[config.mk]
export PLATFORM = sky130hd
export DESIGN_NAME = inert_spi_resp
export DESIGN_NICKNAME = d
export VERILOG_FILES = /design/src/rtl/inert_spi_resp.sv
export SDC_FILE = /design/constraint.sdc
export NUM_CORES = 1
export LEC_CHECK = 0
export BUFFER_PORTS_ARGS = -buffer_cell sky130_fd_sc_hd__buf_2
export CORE_MARGIN = 4
export CORE_UTILIZATION = 58
export CTS_CLUSTER_SIZE = 8
export DETAILED_ROUTE_END_ITERATION = 12
export GPL_TIMING_DRIVEN = 1
export PLACE_DENSITY = 0.8
export SYNTH_ARGS = -nofsm -noshare
export SYNTH_HDL_FRONTEND = slang
export SYNTH_SLANG_ARGS = --single-unit
[constraint.sdc]
create_clock -name clk -period 6.78 [get_ports clk]
set_input_delay 1.356 -clock clk [delete_from_list [all_inputs] [get_ports clk]]
set_output_delay 1.356 -clock clk [all_outputs]
set_load 0.01 [all_outputs]
[src/rtl/inert_spi_resp.sv]
`default_nettype none
// ============================================================================
// Module : inert_spi_resp
// Brief  : SPI mode-0 responder standing in for the inertial sensor; serves a
//          small register map and raises INT on each new pitch/roll/yaw sample.
// Rev    : 1.0  initial release
// ============================================================================
module inert_spi_resp #(
  parameter logic [7:0] WHO_AM_I_VAL = 8'h6A,
  parameter logic [6:0] INT_CLR_ADDR = 7'h27
) (
  input  logic        clk,
  input  logic        rst_n,
  input  logic        SS_n,
  input  logic        SCLK,
  input  logic        MOSI,
  output logic        MISO,
  output logic        INT,
  input  logic        smpl_vld,
  input  logic [15:0] ptch,
  input  logic [15:0] roll,
  input  logic [15:0] yaw,
  output logic [7:0]  int_cfg,
  output logic        wr_vld,
  output logic [6:0]  wr_addr,
  output logic [7:0]  wr_data
);

  localparam logic [1:0] IDLE = 2'd0;
  localparam logic [1:0] CMD  = 2'd1;
  localparam logic [1:0] DATA = 2'd2;

  localparam logic [6:0] ADDR_INT_CFG = 7'h0D;
  localparam logic [6:0] ADDR_WHO     = 7'h0F;
  localparam logic [4:0] CNT_CMD      = 5'd8;
  localparam logic [4:0] CNT_FRAME    = 5'd16;
  localparam logic [4:0] CNT_MAX      = 5'd31;

  logic [2:0]  ss_sync_q, ss_sync_d;
  logic [2:0]  sclk_sync_q, sclk_sync_d;
  logic [1:0]  mosi_sync_q, mosi_sync_d;
  logic [1:0]  state_q, state_d;
  logic [4:0]  bit_cnt_q, bit_cnt_d;
  logic [7:0]  rx_q, rx_d;
  logic [7:0]  tx_q, tx_d;
  logic        rw_q, rw_d;
  logic [6:0]  addr_q, addr_d;
  logic [7:0]  int_cfg_q, int_cfg_d;
  logic        wr_vld_q, wr_vld_d;
  logic [6:0]  wr_addr_q, wr_addr_d;
  logic [7:0]  wr_data_q, wr_data_d;
  logic [47:0] data_q, data_d;
  logic [47:0] hold_q, hold_d;
  logic        pend_q, pend_d;
  logic        upd_q, upd_d;
  logic        int_q, int_d;

  logic        ss_fall, ss_rise, sclk_rise, sclk_fall, mosi_s;
  logic        commit, wr_commit, rd_clr;
  logic [7:0]  rd_data;

  assign ss_fall   = ~ss_sync_q[1] &  ss_sync_q[2];
  assign ss_rise   =  ss_sync_q[1] & ~ss_sync_q[2];
  assign sclk_rise =  sclk_sync_q[1] & ~sclk_sync_q[2];
  assign sclk_fall = ~sclk_sync_q[1] &  sclk_sync_q[2];
  assign mosi_s    = mosi_sync_q[1];

  always_comb begin
    ss_sync_d   = {ss_sync_q[1:0], SS_n};
    sclk_sync_d = {sclk_sync_q[1:0], SCLK};
    mosi_sync_d = {mosi_sync_q[0], MOSI};
  end

  // Register map, indexed by the command byte held in rx at the end of CMD
  always_comb begin
    rd_data = 8'h00;
    case (rx_q[6:0])
      ADDR_INT_CFG: rd_data = int_cfg_q;
      ADDR_WHO:     rd_data = WHO_AM_I_VAL;
      7'h22:        rd_data = data_q[7:0];
      7'h23:        rd_data = data_q[15:8];
      7'h24:        rd_data = data_q[23:16];
      7'h25:        rd_data = data_q[31:24];
      7'h26:        rd_data = data_q[39:32];
      7'h27:        rd_data = data_q[47:40];
      default:      rd_data = 8'h00;
    endcase
  end

  always_comb begin
    state_d   = state_q;
    bit_cnt_d = bit_cnt_q;
    rx_d      = rx_q;
    tx_d      = tx_q;
    rw_d      = rw_q;
    addr_d    = addr_q;
    commit    = 1'b0;
    case (state_q)
      IDLE: begin
        if (ss_fall) begin
          state_d   = CMD;
          rx_d      = 8'h00;
          tx_d      = 8'h00;
          bit_cnt_d = 5'd0;
        end
      end
      CMD: begin
        if (bit_cnt_q == CNT_CMD) begin
          rw_d    = rx_q[7];
          addr_d  = rx_q[6:0];
          tx_d    = rx_q[7] ? rd_data : 8'h00;
          state_d = DATA;
        end else if (sclk_rise) begin
          rx_d      = {rx_q[6:0], mosi_s};
          bit_cnt_d = bit_cnt_q + 5'd1;
        end
      end
      DATA: begin
        if (sclk_rise) begin
          rx_d = {rx_q[6:0], mosi_s};
          if (bit_cnt_q != CNT_MAX) bit_cnt_d = bit_cnt_q + 5'd1;
        end
        // The fall right after the 8th rise must keep bit 7 on MISO for the 9th rise
        if (sclk_fall && (bit_cnt_q != CNT_CMD)) tx_d = {tx_q[6:0], 1'b0};
      end
      default: state_d = IDLE;
    endcase
    if (ss_rise && (state_q != IDLE)) begin
      state_d = IDLE;
      commit  = (state_q == DATA) && (bit_cnt_q == CNT_FRAME);
    end
  end

  assign wr_commit = commit & ~rw_q;
  assign rd_clr    = commit & rw_q & (addr_q == INT_CLR_ADDR);

  always_comb begin
    wr_vld_d  = wr_commit;
    wr_addr_d = wr_commit ? addr_q : wr_addr_q;
    wr_data_d = wr_commit ? rx_q : wr_data_q;
    int_cfg_d = (wr_commit && (addr_q == ADDR_INT_CFG)) ? rx_q : int_cfg_q;
  end

  // Samples arriving mid-frame are parked so a loaded read byte never changes
  always_comb begin
    data_d = data_q;
    hold_d = hold_q;
    pend_d = pend_q;
    upd_d  = 1'b0;
    if (state_q == IDLE) begin
      if (smpl_vld) begin
        data_d = {yaw, roll, ptch};
        upd_d  = 1'b1;
        pend_d = 1'b0;
      end else if (pend_q) begin
        data_d = hold_q;
        upd_d  = 1'b1;
        pend_d = 1'b0;
      end
    end else if (smpl_vld) begin
      hold_d = {yaw, roll, ptch};
      pend_d = 1'b1;
    end
    int_d = int_q;
    if (rd_clr) int_d = 1'b0;
    if (upd_q && int_cfg_q[1]) int_d = 1'b1;
  end

  always_ff @(posedge clk or negedge rst_n) begin
    if (!rst_n) begin
      ss_sync_q   <= 3'b111;
      sclk_sync_q <= 3'b111;
      mosi_sync_q <= 2'b00;
      state_q     <= IDLE;
      bit_cnt_q   <= 5'd0;
      rx_q        <= 8'h00;
      tx_q        <= 8'h00;
      rw_q        <= 1'b0;
      addr_q      <= 7'h00;
      int_cfg_q   <= 8'h00;
      wr_vld_q    <= 1'b0;
      wr_addr_q   <= 7'h00;
      wr_data_q   <= 8'h00;
      data_q      <= 48'h0;
      hold_q      <= 48'h0;
      pend_q      <= 1'b0;
      upd_q       <= 1'b0;
      int_q       <= 1'b0;
    end else begin
      ss_sync_q   <= ss_sync_d;
      sclk_sync_q <= sclk_sync_d;
      mosi_sync_q <= mosi_sync_d;
      state_q     <= state_d;
      bit_cnt_q   <= bit_cnt_d;
      rx_q        <= rx_d;
      tx_q        <= tx_d;
      rw_q        <= rw_d;
      addr_q      <= addr_d;
      int_cfg_q   <= int_cfg_d;
      wr_vld_q    <= wr_vld_d;
      wr_addr_q   <= wr_addr_d;
      wr_data_q   <= wr_data_d;
      data_q      <= data_d;
      hold_q      <= hold_d;
      pend_q      <= pend_d;
      upd_q       <= upd_d;
      int_q       <= int_d;
    end
  end

  assign MISO    = (state_q == DATA) & tx_q[7];
  assign INT     = int_q;
  assign int_cfg = int_cfg_q;
  assign wr_vld  = wr_vld_q;
  assign wr_addr = wr_addr_q;
  assign wr_data = wr_data_q;

endmodule
`default_nettype wire

==> impl_metrics.toml, run 1 <==
[run_status]
status = "finished clean"

[timing]
period_share_pct = 48.8
max_freq_ghz = 0.302
setup_tns_ps = 0
setup_viol = 0
hold_viol = 0
slew_headroom_pct = 32.8
final.setup_skew_ps = 8.96
min_period_ps = 3310
drv_slew = 0
rsz0062_at_grt = "false"
tightest_slew_ps = 1010

[cts]
cts_resized = 0
clock_latency_ps = 430
post-cts-setup-buffer-count = 0
postCtsHoldBufs = 0
cts-buffers-inserted = 17
clk_pin_slew_ps = 60
cts_root_buf = "clkbuf_16"
htree_num_levels = 4
cts_tree = "done"
cts_buffer_depth = 2
cts.sink_count = 162

[critical_path]
crit_path_end_kind = "flop"
reg2regPathDepth = 7
worstPathMaxFanout = 51
cp_data_arrival_time_ps = 3620
crit_path_frequent_cell = "buf_4"
critPathSlowestCell = "buf_4"
cpPeakStageDelay_ps = 660
crit_chain = "buf_2 > buf_4 > nor2b_4 > buf_4 > mux2_2"
critPathRequiredTime_ps = 7090
startpoint = "smpl_vld"
r2r-start = "state_q[0]"
critPathLaunchType = "primary input"
criticalPathCategory = "primary input to flop"
critPathCapture = "hold_q[41]"
worst_r2r_endpoint = "int_cfg[3]"
path_depth = 5
rrSetupSlack_ps = 3730
crit_family = "buffers and inverters"
worst-path-buf-inv = 3

[synthesis]
synth_flop_cell = "dfrtp_1"
synth_warnings = 0
synth.distinct_cells = 53
ys_ff_latch = 162
yosysSeqAreaShare_pct = 55.0
syn_inst = 649
async_reset_ff_share_pct = 100
synth_nets = 710
avgSynthCellArea_um2 = 11.4
synth-edff-count = 0
syn-cell-area_mm2 = 0.00739

[die]
die_w_um = 121
core_mm2 = 0.0123
pin_count = 80
rows = 40
dieHeight_um = 121
initial_core_util_pct = 60.3
die_area_mm2 = 0.0146

[placed_design]
dp_hpwl_um = 10900
io_buffers = 79
place_area_mm2 = 0.00789
gp_congestion = 0.885

[final_layout]
post-route-util_pct = 69.6
fillCellCount = 904
finalNetCount = 770
drive_above_1_share_pct = 29.2
n_antenna_cell = 0
syn_to_final_growth_pct = 15.5
fin_area_mm2 = 0.00853

[run]
max-cap-violations = 0

[power]
power.density_mw_per_mm2 = 421
vdd_ir_drop_max_v = 0.000246
leakagePower_nw = 4.01
power_mw = 3.60

[route]
drc_errors = 0
dr_wl_met3_um = 632
wl_met1_um = 6810
vias = 5110
routed.top_layer = "met4"
wl_per_cell_um = 17.9
wl_met2_um = 8260
first_iter_violations = 411
firstDrtPassIters = 5
vias_per_cell = 5.74
route.antenna.remaining_nets = 0
finalWirelength_um = 16000

[global_routing]
grt_pass1_vias = 5315
antenna_found_initial = 0
grt_overflow = 0
grt_usage_pct = 22.9
grt_pass1_wl_um = 26300
grt_max_degree = 98

[worst_hold_path]
hold_path.class = "flop to flop"
metrics by stage:
step                      hold WS (ps)  setup WS (ps)  cells
after global placement             337           3120    858
final                              355           3470    890
after floorplan                    331           3880    649
after global routing               359           3380    890
after detailed placement           343           3040    858
after CTS                          355           3490    890
layer usage:
metal	track usage [%]	up-vias
met5	0	-
met4	7.72	0
met3	4.71	25
met2	39.0	112
met1	29.3	2552
li1	-	2421
worst min-delay path by stage:
| stage | from | endpoint | slack (ps) | cells after the start |
|---|---|---|---|---|
| final | sclk_sync_q[0] | sclk_sync_q[1] | 350 | 0 |
| after CTS | sclk_sync_q[0] | sclk_sync_q[1] | 360 | 0 |
| after detailed placement | mosi_sync_q[0] | mosi_sync_q[1] | 340 | 0 |
| after global placement | mosi_sync_q[0] | mosi_sync_q[1] | 340 | 0 |
| after global routing | ss_sync_q[0] | ss_sync_q[1] | 360 | 0 |
| after floorplan | mosi_sync_q[0] | mosi_sync_q[1] | 330 | 0 |
sequential cells by signal, summed over array words and instances (netlist names), 3 cells and up:
signal and flops:
addr_q 7, sclk_sync_q 3, ss_sync_q 3, int_cfg 8
data_q 48, bit_cnt_q 5, wr_addr 7, rx_q 8
wr_data 8, tx_q 8, hold_q 48
cell usage after synthesis, types with 4 or more instances:
cell	number	share of area [%]
inv_1	9	0.46
nor4bb_1	4	0.54
nand2b_1	6	0.51
nand3_1	12	0.81
dfrtp_1	156	53
buf_1	7	0.36
mux2_2	75	11
a22oi_1	4	0.41
a21oi_1	20	1.4
a31oi_1	4	0.34
mux2i_1	51	6.9
o21ai_0	76	5.1
a22o_1	6	0.71
mux2_4	8	1.6
clkbuf_1	32	1.6
o211ai_1	4	0.41
dfstp_2	6	2.1
nand2_1	92	4.7
nor2_1	14	0.71
nor2b_1	8	0.68
ha_1	7	1.2
a221oi_1	4	0.47
and3_1	4	0.34
logic make-up (layout without fill, tap and decap cells):
group                      count (synthesis)  count (layout)  synth area share (%)
and+or+nand+nor                          158             158                  10.1
AOI/OAI and AO/OA                        135             135                  10.7
buffers and inverters                     52             125                  2.79
adders and majority gates                  7               7                  1.18
muxes                                    135             135                  20.3
DFF                                      162             162                  55.0
worst register-to-register path: stages (launching register included):
cell and delay, ps:
dfrtp_1 400, inv_1 100, ha_1 420, nor3b_2 330, nand3_1 160, or4_1 550, or4_4 630, mux2_4 340
power by group:
part,leakage [nW],switching (mW),total [mW],internal (mW)
logic,1.66,0.576,1.02,0.440
registers,2.04,0.236,1.55,1.31
clock network,0.318,0.368,1.04,0.668
total,4.01,1.18,3.60,2.42
layout make-up:
cell class / instances / area [µm²] / share of cell area [%]
clock buffers: 25 / 505 / 5.92
clock inverters: 7 / 143 / 1.67
inverters: 9 / 33.8 / 0.396
multi-input cells: 435 / 3140 / 36.8
flip-flops and latches: 162 / 4060 / 47.6
well taps: 168 / 210 / 2.46
repair buffers: 84 / 439 / 5.15
cells in the final DEF (no fill, tap or decap), types with 5 or more instances in the layout:
cell         n
dfrtp_1    156
nand2_1     92
buf_2       78
o21ai_0     76
mux2_2      75
mux2i_1     51
a21oi_1     20
clkbuf_16   17
nor2_1      14
nand3_1     12
inv_1        9
mux2_4       8
nor2b_1      7
ha_1         7
nand2b_1     6
a22o_1       6
dfstp_2      6
clkbuf_8     5
buf_4        5
No activity file was read; power rests on OpenSTA's default activity.
==> run 2: changes to the inputs <==
ABC_AREA = 1   (was default)
clock period = 3.17 ns   (was 6.78 ns; I/O delays follow)
==> run 2 against run 1 <==
  * Final cell count increased by 23%
  * Power grew 100%
  * Die area is 0.35% higher
  * Non-clock buffer count increased by 6
  * Clock power grew 110%
  * Largest cell class unchanged
  * Sequential share of layout area is 0.36 points lower
  * Register-to-register slack worse by 2800 ps
==> impl_metrics.toml, run 2 <==
[run_status]
status = "finished clean"

[critical_path]
crit_chain = "inv_1 > ha_1 > nor3_1 > nand3b_1 > buf_4 > nor2_1 > nand2_1 > nand2_1"
critPathRequiredTime_ps = 3530
crit_path_frequent_cell = "nand2_1"
worstPathMaxFanout = 31
critPathLaunchType = "flop"
crit_path_end_kind = "flop"
critPathSlowestCell = "nor2_1"
criticalPathCategory = "flop to flop"
cp_data_arrival_time_ps = 2590
cpPeakStageDelay_ps = 490

[synthesis]
synth.distinct_cells = 30
ys_ff_latch = 162
yosys.area.top_type = "dfrtp_1"
synth-edff-count = 0
synthTopCellsByCount = "nand2_1 (266), dfrtp_1 (156), nor2_1 (85)"
synth_most_common_cell = "nand2_1"
async_reset_ff_share_pct = 100
yosysSeqAreaShare_pct = 54.7
synth_nets = 896
yosysTopAreaCellShare_pct = 52.6
synth_area_leaders = "dfrtp_1 (53%), nand2_1 (13%), mux2_2 (7.3%)"
synth_flop_cell = "dfrtp_1"
avgSynthCellArea_um2 = 8.88
syn_inst = 835
synth_warnings = 0
syn-cell-area_mm2 = 0.00742

[route]
vias = 5860
finalWirelength_um = 16300
wl_per_cell_um = 15.0
route.antenna.remaining_nets = 0
vias_per_cell = 5.37
routed.top_layer = "met4"
firstDrtPassIters = 5
drc_errors = 0
wl_met1_um = 7330
wl_met2_um = 7850
first_iter_violations = 386
dr_wl_met3_um = 802

[cts]
postCtsHoldBufs = 0
cts_tree = "done"
cts-buffers-inserted = 17
post-cts-setup-buffer-count = 0
clock_latency_ps = 440
cts.sink_count = 162
cts_root_buf = "clkbuf_16"
clk_pin_slew_ps = 60
cts_resized = 0
cts_buffer_depth = 2
htree_num_levels = 4

[placed_design]
place_area_mm2 = 0.00795
io_buffers = 79
gp_congestion = 0.881
dpl.cell_count = 1059
pre_cts_ws_ps = 1050
dp_hpwl_um = 10800

[global_routing]
grt_pass1_vias = 5512
grt_pass1_wl_um = 27000
antenna_found_initial = 0
grt_overflow = 0
grt_max_degree = 78
grt_usage_pct = 23.4

[timing]
max_freq_ghz = 0.448
setup_slack_ps = 938
setup_viol = 0
rsz0062_at_grt = "false"
setup_tns_ps = 0
min_period_ps = 2230
final.setup_skew_ps = 10.7
period_share_pct = 70.4
drv_slew = 0
hold_slack_ps = 148
tightest_slew_ps = 674
hold_viol = 0
slew_headroom_pct = 54.9

[power]
power_mw = 7.36
leakagePower_nw = 4.25
vdd_ir_drop_max_v = 0.000733
power.density_mw_per_mm2 = 855

[final_layout]
finalNonFillerCells = 1091
fillCellCount = 992
multi_input_area_mm2 = 0.00300
n_antenna_cell = 0
layout.cells.most_common = "nand2_1"
syn_to_final_growth_pct = 15.9
reg.largest.list = "data_q (48), hold_q (48)"
drive_above_1_share_pct = 20.9
finalNetCount = 967
seq_area_mm2 = 0.00406
post-route-util_pct = 68.4
final_cell_mix = "nand2_1 (265), dfrtp_1 (156), nor2_1 (85)"
fin_area_mm2 = 0.00860

[die]
initial_core_util_pct = 59.0
pin_count = 80
core_mm2 = 0.0126
die_w_um = 121
rows = 41
die_area_mm2 = 0.0147
dieHeight_um = 121

[worst_hold_path]
hold_path.class = "primary input to async pin"

[run]
max-cap-violations = 0
[run 2: cell types whose count changed after synthesis, sizes merged, moves of 7 or more]
cell and delta:
nand2 +176, nor2 +77, mux2i -51, nand3 +50, o21ai -45, a31oi +44
mux2 -35, inv +34, clkbuf -18, a21oi -14, buf +13, nor2b -8
nand4 +7, o31ai +7
[run 2: power breakdown]
group          leakage (nW)  switching, mW  internal (mW)
logic                  1.95           1.16          0.776
registers              1.99          0.419           2.78
clock network         0.310          0.839           1.39
[run 2: kinds of logic after synthesis]
| kind of cell | synth area share (%) |
|---|---|
| AND/OR/NAND/NOR | 24.1 |
| flip-flops | 54.7 |
| AO/OA/AOI/OAI | 7.57 |
| buffers and inverters | 4.99 |
| multiplexers | 7.29 |
| adder cells (fa/ha/maj) | 1.18 |
| XOR/XNOR | 0.118 |
[run 2: area by class of cell]
type / count / share of cell area (%)
inverters: 49 / 2.14
clock inverters: 11 / 2.04
multi-input cells: 586 / 34.8
flip-flops and latches: 162 / 47.2
repair buffers: 90 / 5.78
well taps: 172 / 2.50
clock buffers: 21 / 5.47
[run 2: worst paths after layout]
kind	startpoint	endpoint	slack, ps	depth (start not counted)
worst min-delay path	rst_n	wr_addr[4]	150	1
worst max-delay path	state_q[0]	int_cfg[5]	940	8
min in group clk	SCLK	sclk_sync_q[0]	300	1
max in group asynchronous	rst_n	tx_q[3]	2200	2
worst min register to register	mosi_sync_q[0]	mosi_sync_q[1]	350	0
worst max register to register	state_q[0]	int_cfg[5]	940	8
[run 2: worst max-delay path: cells and delay by family (launching register included)]
family	cells	cell delay [ps]
buffers and inverters	2	320
adders and majority gates	1	260
DFF	1	370
and+or+nand+nor	5	1200
[run 2: per-layer routing]
metal	vias up	track usage [%]
li1	2890	-
met1	2782	31.8
met2	157	37.1
met3	31	5.45
met4	0	8.57
met5	-	0
==> run 3: changes to the inputs <==
CORE_UTILIZATION = 53   (was 58)
PLACE_DENSITY = 0.77   (was 0.8)
clock period = 1.8 ns   (was 3.17 ns; I/O delays follow)
==> run 3 against run 2 <==
  * The run now ends with setup timing left
  * Non-clock buffer count rose by 41
  * Global-route usage fell by 1.2 points
  * Register-to-register slack lost 1000 ps
  * Flip-flop and latch count unchanged
  * First-iteration DRC count rose by 68%
  * Clock power rose by 82%
  * Worst hold slack worse by 120 ps
  * Final cell count grew 4.1%
  * Sequential power increased by 77%
  * Routed wire length is 14% higher
  * Power rose by 94%
  * Critical endpoint is now int_cfg[7]
  * Worst setup slack worse by 1000 ps
  * Largest cell class unchanged
==> impl_metrics.toml, run 3 (synthesis gave the netlist of run 2 again) <==
[route]
firstDrtPassIters = 5
vias = 6220
route.antenna.remaining_nets = 0
first_iter_violations = 647
drc_errors = 0
finalWirelength_um = 18600
vias_per_cell = 5.48
wl_per_cell_um = 16.3

[die]
pin_count = 80
die_w_um = 126
rows = 42
core_mm2 = 0.0135
die_area_mm2 = 0.0160
dieHeight_um = 126
initial_core_util_pct = 55.1

[worst_hold_path]
holdCritStartpoint = "SCLK"
whs_path_depth = 1
holdPathEnd = "sclk_sync_q[0]"
hold_path.class = "primary input to flop"

[power]
power.density_mw_per_mm2 = 1540
leakagePower_nw = 4.54
vdd_ir_drop_max_v = 0.000985
swShare_pct = 33.2
clock_power_share_pct = 28.3
power_frac_seq_pct = 39.6
p_int_mw = 9.51
combPwrFrac_pct = 32.1
p_sw_mw = 4.73

[global_routing]
grt_usage_pct = 22.3
grt_overflow = 0
grt_pass1_wl_um = 28600
antenna_found_initial = 0
grt_max_degree = 74
grt_pass1_vias = 5839

[cts]
cts-buffers-inserted = 17
clock_latency_ps = 440
cts_root_buf = "clkbuf_16"
cts_buffer_depth = 2
htree_num_levels = 4
cts.sink_count = 162
cts_tree = "done"
clk_pin_slew_ps = 60

[critical_path]
worst_r2r_endpoint = "int_cfg[7]"
crit_path_end_kind = "flop"
critPathLaunchType = "flop"
rrSetupSlack_ps = -60
worstPathMaxFanout = 7
cp_data_arrival_time_ps = 2210
criticalPathCategory = "flop to flop"
r2r-start = "bit_cnt_q[1]"
critPathRequiredTime_ps = 2150
reg2regPathDepth = 10

[timing]
drv_slew = 0
hold_viol = 0
tightest_slew_ps = 522
setup_viol = 9
period_share_pct = 103
final.setup_skew_ps = 12.6
setup_slack_ps = -61.3
rsz0062_at_grt = "true"
max_freq_ghz = 0.537
min_period_ps = 1860
slew_headroom_pct = 65.2

[final_layout]
n_antenna_cell = 0
fillCellCount = 1029
finalNonFillerCells = 1136
drive_above_1_share_pct = 27.2
syn_to_final_growth_pct = 24.7
reg.largest.list = "data_q (48), hold_q (48)"
finalNetCount = 1008
fin_area_mm2 = 0.00925
layout.cells.most_common = "nand2_1"
final_cell_mix = "nand2_1 (259), dfrtp_1 (156), nor2_1 (83)"
post-route-util_pct = 68.8

[run_status]
status = "complete, but fails checks"
violations = "setup timing"

[run]
max-cap-violations = 0

[placed_design]
dp_hpwl_um = 11500
gp_congestion = 0.821
dpl.cell_count = 1084
place_area_mm2 = 0.00820
io_buffers = 79
[run 3: worst max path at each step]
stage                             from         end  slack, ps  depth (start not counted)
after CTS                   state_q[1]  int_cfg[2]         20                          9
after global placement    bit_cnt_q[0]  int_cfg[6]         60                          8
after detailed placement    state_q[0]  int_cfg[6]         10                          8
final                     bit_cnt_q[1]  int_cfg[7]        -60                         10
after floorplan             state_q[0]  hold_q[27]        130                          7
after global routing      bit_cnt_q[0]  int_cfg[4]       -140                         10
[run 3: repair_timing]
item | in CTS | in global routing
hold buffers | 1 | 0
endpoints found under the setup margin | 6 | 100
gates resized for setup | 6 | 46
pin swaps | 1 | 10
cloned | 0 | 5
hold endpoints to repair | 116 | 0
setup buffers | 1 | 14
[run 3: power groups by stage]
stage | Clock (mW) | Combinational (mW) | Sequential [mW]
6_report | 4.03 | 4.57 | 5.64
2_1_floorplan | 0 | 2.72 | 5.42
3_3_place_gp | 0 | 3.59 | 5.61
4_1_cts | 4.06 | 3.76 | 5.61
5_1_grt | 4.21 | 5.00 | 5.77
3_5_place_dp | 0 | 3.70 | 5.67
[run 3: through the flow]
stage	setup TNS, ps	total power [mW]	setup WS (ps)	hold WS (ps)
final	-332	14.2	-61.3	31.0
after global routing	-2010	15.0	-141	26.1
after CTS	0	13.4	15.8	9.85
after detailed placement	0	9.37	14.7	154
after global placement	0	9.21	59.0	155
after floorplan	0	8.13	127	64.4
[run 3: area by class of cell]
| type | instances | area (µm²) | area share, % |
|---|---|---|---|
| timing repair buffer | 131 | 1000 | 10.8 |
| clock inverter | 14 | 225 | 2.43 |
| sequential | 162 | 4060 | 43.9 |
| inverter | 49 | 188 | 2.03 |
| tap | 176 | 220 | 2.38 |
| clock buffer | 18 | 429 | 4.64 |
| multi-input combinational | 586 | 3120 | 33.8 |
[run 3: per-layer routing]
layer	track usage, %	vias to the layer above	share of wire [%]
li1	-	2982	-
met1	29.6	2985	42
met2	36.5	219	50
met3	4.62	34	5.4
met4	8.26	0	2.4
met5	0	-	0
[run 3: worst max-delay path, stage by stage, from the launching register on]
cell and delay (ps):
dfrtp_1 420, inv_2 100, ha_4 130, nand3_1 90, nor3_2 290, nand3b_1 140, buf_4 190, nor2_2 150
buf_6 160, nand2_2 50, o21ai_1 80
